===== src/rtl/ahb_mem_bist.sv =====
// AHB-Lite 64-bit memory BIST initiator: writes P(A) = {A ^ SEED, A} over a word window,
// reads it back, compares each word and reports pass/fail plus the first failing address.
module ahb_mem_bist #(
  parameter logic [31:0] BASE_ADDR = 32'h0000_0000,
  parameter int unsigned WORDS     = 4096,
  parameter logic [31:0] SEED      = 32'hA5A5_5A5A
) (
  input  logic        i_clk,
  input  logic        i_rst,
  input  logic        i_start,
  output logic        o_busy,
  output logic        o_done,
  output logic        o_pass,
  output logic        o_bus_err,
  output logic [31:0] o_err_addr,
  output logic [31:0] o_haddr,
  output logic [2:0]  o_hburst,
  output logic [2:0]  o_hsize,
  output logic [3:0]  o_hprot,
  output logic [1:0]  o_htrans,
  output logic [63:0] o_hwdata,
  output logic        o_hwrite,
  input  logic [63:0] i_hrdata,
  input  logic        i_hresp,
  input  logic        i_hready
);

  typedef enum logic [2:0] {S_IDLE, S_WR, S_WR_DRAIN, S_RD, S_RD_DRAIN, S_DONE} state_t;

  localparam logic [1:0]  HT_IDLE   = 2'b00;
  localparam logic [1:0]  HT_NONSEQ = 2'b10;
  localparam logic [20:0] WORDS_N   = 21'(WORDS);

  state_t      state;
  logic [20:0] addr_left;   // address phases still to issue in the current pass
  logic        dp_valid;    // a data phase is outstanding
  logic [31:0] dp_addr;
  logic        abort;       // bus error seen: stop issuing, drain, finish
  logic        mis;         // a read mismatch was seen; later read data is ignored
  logic        berr;
  logic        err_hit;     // o_err_addr already holds the first failure

  logic accept, dp_done, rd_phase, mismatch;

  function automatic logic [63:0] pattern(input logic [31:0] a);
    return {a ^ SEED, a};
  endfunction

  assign o_hburst = 3'b000;
  assign o_hsize  = 3'b011;
  assign o_hprot  = 4'b0011;

  always_comb begin
    accept   = (o_htrans == HT_NONSEQ) && i_hready;
    dp_done  = dp_valid && i_hready;
    rd_phase = (state == S_RD) || (state == S_RD_DRAIN);
    mismatch = dp_done && rd_phase && !mis && (i_hrdata != pattern(dp_addr));
  end

  // NOTE: all state and bus outputs update with non-blocking assignments so every
  // decision below sees the pre-edge values; later assignments deliberately override earlier ones.
  always_ff @(posedge i_clk or posedge i_rst) begin
    if (i_rst) begin
      state      <= S_IDLE;
      addr_left  <= '0;
      dp_valid   <= 1'b0;
      dp_addr    <= '0;
      abort      <= 1'b0;
      mis        <= 1'b0;
      berr       <= 1'b0;
      err_hit    <= 1'b0;
      o_busy     <= 1'b0;
      o_done     <= 1'b0;
      o_pass     <= 1'b0;
      o_bus_err  <= 1'b0;
      o_err_addr <= '0;
      o_htrans   <= HT_IDLE;
      o_haddr    <= '0;
      o_hwdata   <= '0;
      o_hwrite   <= 1'b0;
    end else begin
      case (state)
        S_IDLE, S_DONE: begin
          if (i_start) begin
            state      <= S_WR;
            o_busy     <= 1'b1;
            o_done     <= 1'b0;
            o_pass     <= 1'b0;
            o_bus_err  <= 1'b0;
            o_err_addr <= '0;
            abort      <= 1'b0;
            mis        <= 1'b0;
            berr       <= 1'b0;
            err_hit    <= 1'b0;
            dp_valid   <= 1'b0;
            o_htrans   <= HT_NONSEQ;
            o_haddr    <= BASE_ADDR;
            o_hwrite   <= 1'b1;
            addr_left  <= WORDS_N;
          end
        end
        default: begin
          if (dp_done) dp_valid <= 1'b0;

          // Accepted address moves into its data phase; the last one closes the pass.
          if (accept) begin
            dp_valid  <= 1'b1;
            dp_addr   <= o_haddr;
            o_haddr   <= o_haddr + 32'd8;
            addr_left <= addr_left - 21'd1;
            if (o_hwrite) o_hwdata <= pattern(o_haddr);
            if (addr_left == 21'd1) begin
              o_htrans <= HT_IDLE;
              state    <= o_hwrite ? S_WR_DRAIN : S_RD_DRAIN;
            end
          end

          // One idle turnaround cycle after the write pass before the first read.
          if (state == S_RD && o_htrans == HT_IDLE && !abort) o_htrans <= HT_NONSEQ;

          if (state == S_WR_DRAIN && dp_done && !i_hresp && !abort) begin
            state     <= S_RD;
            o_hwrite  <= 1'b0;
            o_haddr   <= BASE_ADDR;
            addr_left <= WORDS_N;
          end

          // ERROR response: cancel the pending address phase and finish after the drain.
          if (dp_valid && i_hresp) begin
            berr     <= 1'b1;
            abort    <= 1'b1;
            o_htrans <= HT_IDLE;
            if (!err_hit) begin
              err_hit    <= 1'b1;
              o_err_addr <= dp_addr;
            end
          end

          if (mismatch) begin
            mis      <= 1'b1;
            o_htrans <= HT_IDLE;
            state    <= S_RD_DRAIN;
            if (!err_hit) begin
              err_hit    <= 1'b1;
              o_err_addr <= dp_addr;
            end
          end

          if ((abort || state == S_RD_DRAIN) && !dp_valid) begin
            state     <= S_DONE;
            o_busy    <= 1'b0;
            o_done    <= 1'b1;
            o_pass    <= !(mis || berr);
            o_bus_err <= berr;
            o_htrans  <= HT_IDLE;
          end
        end
      endcase
    end
  end

endmodule


===== config.mk =====
export PLATFORM = sky130hd
export DESIGN_NAME = ahb_mem_bist
export DESIGN_NICKNAME = d
export VERILOG_FILES = /design/src/rtl/ahb_mem_bist.sv
export SDC_FILE = /design/constraint.sdc
export NUM_CORES = 1
export LEC_CHECK = 0
export ABC_AREA = 1
export CORE_MARGIN = 4
export CORE_UTILIZATION = 46
export DETAILED_ROUTE_END_ITERATION = 8
export PLACE_DENSITY = 0.85
export SLEW_MARGIN = 0
export SYNTH_ARGS = -nofsm -noshare
export SYNTH_HDL_FRONTEND = slang
export SYNTH_SLANG_ARGS = --single-unit

===== constraint.sdc =====
create_clock -name i_clk -period 5.47 [get_ports i_clk]
set_input_delay 0.547 -clock i_clk [delete_from_list [all_inputs] [get_ports i_clk]]
set_output_delay 0.547 -clock i_clk [all_outputs]
set_load 0.03 [all_outputs]

* Word level (Yosys, flattened, before mapping)
Cells that the tools add are included.
** Cells by class
- Reduce and logical (&&, ||, !) cells :: 43
- Mux-type cells :: 52
- Eq/ne operators :: 8
- Add/subtract/negate cells :: 2
- Bitwise operators :: 3
** Operators by type and width (count)
- two-way mux 32 bit :: 9
- two-way mux 21 bit :: 4
- != test 64 bit :: 1
- adder 32 x 4 -> 32 bit (second input constant) :: 1
- NOT 16 bit :: 2
- two-way mux 3 bit :: 8
- two-way mux 1 bit :: 23
- equality test 21 x 1 -> 1 bit (second input constant) :: 1
- subtractor 21 x 1 -> 21 bit (second input constant) :: 1
- two-way mux 2 bit :: 8
- AND reduction 2 bit :: 7
- logical AND 1 bit :: 12
- nonzero test 6 bit :: 2
- nonzero test 5 bit :: 2
- AND reduction 3 bit :: 3
- nonzero test 2 bit :: 4
- equality test 3 x 2 -> 1 bit (second input constant) :: 2
- equality test 3 bit (second input constant) :: 2
- nonzero test 3 bit :: 2
- logical NOT 1 bit :: 5
- logical NOT 3 bit :: 1
- logical OR 1 bit :: 3
- equality test 2 bit (second input constant) :: 1
- logical NOT 2 bit :: 1
- other kinds (3) :: 3
** Storage, ports and cells
- Register bits :: 195
- Input port bits :: 69
- Word-level logic and storage cells :: 124

* Depth between registers and ports, before layout
- Depth after elaboration :: 8
- Mapped depth :: 15

* Worst setup path before layout
Ideal clock, no wire load.
- Path kind :: flip-flop to flip-flop
- Start :: reg o_haddr[3]
- End :: reg o_haddr[29]
- Period minus slack after synthesis :: 1976 ps
- Path slack :: 3494 ps
- Stages on the path, launching flop included :: 11
- Arrival :: 1856 ps
- Path through :: dfrtp_1 -> ha_1 -> nand3_1 -> nor3_2 -> nand2_1 -> nor2_2 -> nand4_2 -> nor2_2 -> nand3_1 -> nand2_1 -> nor2_1
** Between the ends
- Word-level cells in the longest chain between the ends :: 4
** RTL lines
- start: declaration :: line 16 : output logic [31:0] o_haddr,
- start signal: assignment :: line 109 : o_haddr <= o_haddr + 32'd8;
- adder 32 x 4 -> 32 bit :: line 109
- two-way mux 32 bit :: line 106 : if (accept) begin
- two-way mux 32 bit :: line 121 : if (state == S_WR_DRAIN && dp_done && !i_hresp && !abort) begin
- two-way mux 32 bit :: line 82 : case (state)
Every way passes these cells. The select of a mux whose other input is x is not followed.
A chain may end at the register's enable or synchronous reset.

* Final worst setup path
- Start :: reg state[0]
- End :: reg o_hwdata[35]
** Between the ends
- Word-level cells in the longest chain between the ends :: 4
- Elaborated cells between the ends (all ways) :: 5
** RTL lines
- start: declaration :: line 34 : state_t state;
- start signal: assignment :: line 114 : state <= o_hwrite ? S_WR_DRAIN : S_RD_DRAIN;
- equality test 3 bit / logical NOT 3 bit (equally long branches) :: line 82
- OR reduction 2 bit * :: line 82
- NOT 1 bit (no line) *
- AND reduction 3 bit (no line) *
- end signal: assignment :: line 111 : if (o_hwrite) o_hwdata <= pattern(o_haddr);
- end: declaration :: line 21 : output logic [63:0] o_hwdata,
Every way passes the cells marked *; elsewhere a longest branch is shown, timed or not.

==> results by group <==
Worst setup path
  – Critical Path Start Type: flop
  – Critical path endpoint category: flop
  – Reg2reg end: o_hwdata[35]
  – Worst setup path class: reg2reg
  – Worst r2r src: state[0]
  – CP delay by family, top: simple AND/OR/NAND/NOR gates
  – CP max stage delay: ~520 ps
  – Cell Chain, Critical Path: nand2_1 > nand3_4 > nand2_1 > buf_4 > inv_2 > nand2_2 > buf_4 > o21ai_0
  – R2R depth: 8
  – WP data arrival: 3590 ps
  – R2R Setup Slk: 2180 ps
  – Bufs and invs on worst path: 3
  – Slowest cell on crit path: nand2_2
  – Worst Path Max Fanout: 57
  – WP data required: just under 6000 ps

Clocking
  – H-Tree Level Count: 4
  – Cts-stage hold buffer count: 0
  – Skew-Pair Late Insertion Delay: 440 ps
  – Bufs on Longest Clock Path: 2
  – Reg clk slew, reported paths: 70 ps
  – Post-CTS Resized: 0
  – CTS Sinks: 169
  – CTS Buf Count: 17
  – CTS Root Cell: clkbuf_16
  – Post-CTS Setup Inserts: 0
  – CTS tree: built

Floorplanning
  – Die area: 23100 µm²
  – Boundary Pins: ~210
  – Die W: 152 µm
  – Core ar.: 20300 µm²
  – Die Height: 152 µm
  – Num rows: 52
  – Initial Utilization: 47.0%

Logic synthesis
  – Syn avg cell area: 7.03 µm²
  – Post-Synthesis Cells: 1357
  – Cell Area, Synth: 9540 µm²
  – Xor/xnor share of the synthesized area: 1.93%
  – EDFF count, synth: 0
  – Ys Warns: 0
  – Multiplexer share of the synthesized area: less than 1%
  – Main combinational cell family by area after synthesis: simple AND/OR/NAND/NOR gates
  – Synth Area in Compound Gates: 10.7%
  – Seq cells post-synth: 169
  – Synth Area in Simple Gates: a little under a third
  – Sequential fraction of the synthesis area: 44.3%
  – Post-synthesis adder-cell area fraction: 0.393%
  – Dominant register cell in the synthesized netlist: dfrtp_1
  – Asr flop ratio synth: 100%
  – Library cells used by synthesis: 39

Layout
  – Most frequent cells in the layout: nand2_1 (506), clkdlybuf4s50_1 (194), dfrtp_1 (169), o21ai_0 (152), inv_1 (151)
  – Fin util: 59.5%
  – Nets@finish: 1585
  – Area Overhead vs Synth: 26.6%
  – Commonest non-fill, non-tap cell in the layout: nand2_1
  – Share of layout cells above drive strength 1: 4.39%

Placed design
  – Port Buffer Count: 194
  – GPL Wtd Cong: 0.898
  – DP Wirelength: between 20000 and 25000 µm

Power and ir drop
  – Net Sw Frac: 45.3%
  – P_leak: 5.82 nW
  – VDD IR max: 286 µV
  – Cell Int Power: about 0.0032 W
  – Comb power frac: 46.3%
  – Power share of the clock group: a little over a fifth
  – Pwr dens: about 480 nW/µm²
  – NetSw: 0.00264 W
  – Sequential power share: between 30% and 40%

STA
  – Crit path time final: 3290 ps
  – Crit share post-route: 60.1%
  – Number of setup violations in the final report: 0
  – Setup Skew: 11.4 ps
  – RSZ-0062 raised after global routing: false
  – Final Hold Fails: 0
  – Final slew viol count: 0
  – Worst-Margin Slew: 1050 ps
  – F_max: 304 MHz
  – Slew headroom: 30.0%
  – Setup TNS Final: 0 ps

Detailed routing
  – Vias per std cell: roughly 5.3
  – First-pass DRT Iterations: 5
  – DR vias: approximately 9500
  – Final WL: 29100 µm
  – Final ANT Viol Nets: 0
  – Routed wire per std cell: 16.2 µm
  – 1st-iter DRT viols: 1202
  – DRC viols: 0

Global route
  – Grt ovf: 0
  – First-pass GRT wire length: 47300 µm
  – Vias in the first global route: 9191
  – Initial antenna violation count: 2
  – Largest net degree at the start of global routing: 78
  – Gr usage total: 25.0%

Hold path
  – Worst Hold Endpoint: o_done
  – Worst hold-check path type: reg2reg
  – WHS Path Cells: 2
  – Hold Startpoint: o_done

Status
  – Status: completed

Run
  – Max Cap Viol: 0
sequential cells by signal, indices dropped and copies added, names as in the netlist, 3 cells and up:
signal	flops
addr_left	21
dp_addr	29
state	3
o_haddr	29
o_hwdata	45
o_err_addr	32
kinds of logic after synthesis:
kind of cell	Yosys count
xor gates and xnor gates	21
buffers and inverters	241
other	2
DFF	169
and+or+nand+nor	720
muxes	3
adders and majority gates	3
AOI/OAI and AO/OA	198
per-stage QoR:
| stage | total power (W) | setup WS [ps] | instances | instance area, µm² | hold slack [ps] |
|---|---|---|---|---|---|
| 5_1_grt | 0.00620 | 1820 | 1798 | 12100 | 502 |
| 3_3_place_gp | 0.00449 | 2020 | 1764 | 11500 | 459 |
| 2_1_floorplan | 0.00369 | 348 | 1374 | 9610 | 456 |
| 6_report | 0.00583 | 2180 | 1798 | 12100 | 483 |
| 3_5_place_dp | 0.00457 | 1900 | 1764 | 11500 | 467 |
| 4_1_cts | 0.00582 | 2230 | 1796 | 12100 | 487 |
worst max path at each step:
stage                                 to  depth (start not counted)    startpoint
after floorplan             addr_left[0]                          1         i_rst
after global placement    o_err_addr[20]                         13  i_hrdata[44]
after detailed placement  o_err_addr[21]                         13  i_hrdata[44]
after CTS                   o_hwdata[35]                          8      state[0]
after global routing         o_hwdata[6]                         10      state[2]
final                       o_hwdata[35]                          8      state[0]
worst register-to-register path: stages (launching register included):
cell,delay (ps)
dfrtp_1,440
nand2_1,180
nand3_4,480
nand2_1,210
buf_4,430
inv_2,250
nand2_2,520
buf_4,490
o21ai_0,160
cell type report:
class	count	area [µm²]
diodes	2	5.00
clock buffers	18	429
clock inverters	14	163
fillers	1807	8220
inverters	161	617
multi-input cells	964	4310
flip-flops and latches	169	4230
well taps	270	338
repair buffers	200	1990
synthesized netlist by cell type (2+ instances only):
master,n,area (µm²)
a21oi_1,26,130
a31oi_1,6,37.5
buf_1,9,33.8
buf_2,15,75.1
buf_4,33,248
buf_6,2,22.5
clkbuf_1,21,78.8
conb_1,2,7.51
dfrtp_1,169,4230
ha_1,3,37.5
inv_1,153,574
inv_2,7,26.3
mux2i_1,3,30.0
nand2_1,507,1900
nand2_2,2,12.5
nand2_4,2,22.5
nand3_1,62,310
nand3_2,4,40.0
nand3b_1,2,15.0
nand4_1,5,31.3
nor2_1,91,342
nor2_2,6,37.5
nor3_1,24,120
nor3_2,2,20.0
nor3b_1,2,15.0
nor4_1,6,37.5
o21ai_0,152,761
o21ai_1,2,10.0
o22ai_1,10,62.6
xnor2_1,6,52.6
xor2_1,15,131
layer usage:
metal	track usage, %	vias up	routed length [µm]
met1	33.6	4417	11900
met4	8.86	0	991
met2	39.2	531	13300
met3	6.68	75	2940
li1	-	4522	-
met5	0	-	0
power by group through the flow:
stage	combinational (W)	sequential, W	clock, W
after global placement	0.00260	0.00189	0
after global routing	0.00298	0.00194	0.00129
final	0.00270	0.00190	0.00123
after floorplan	0.00147	0.00222	0
after CTS	0.00269	0.00189	0.00124
after detailed placement	0.00267	0.00191	0
Note: power is estimated with default switching activity, not from simulation.
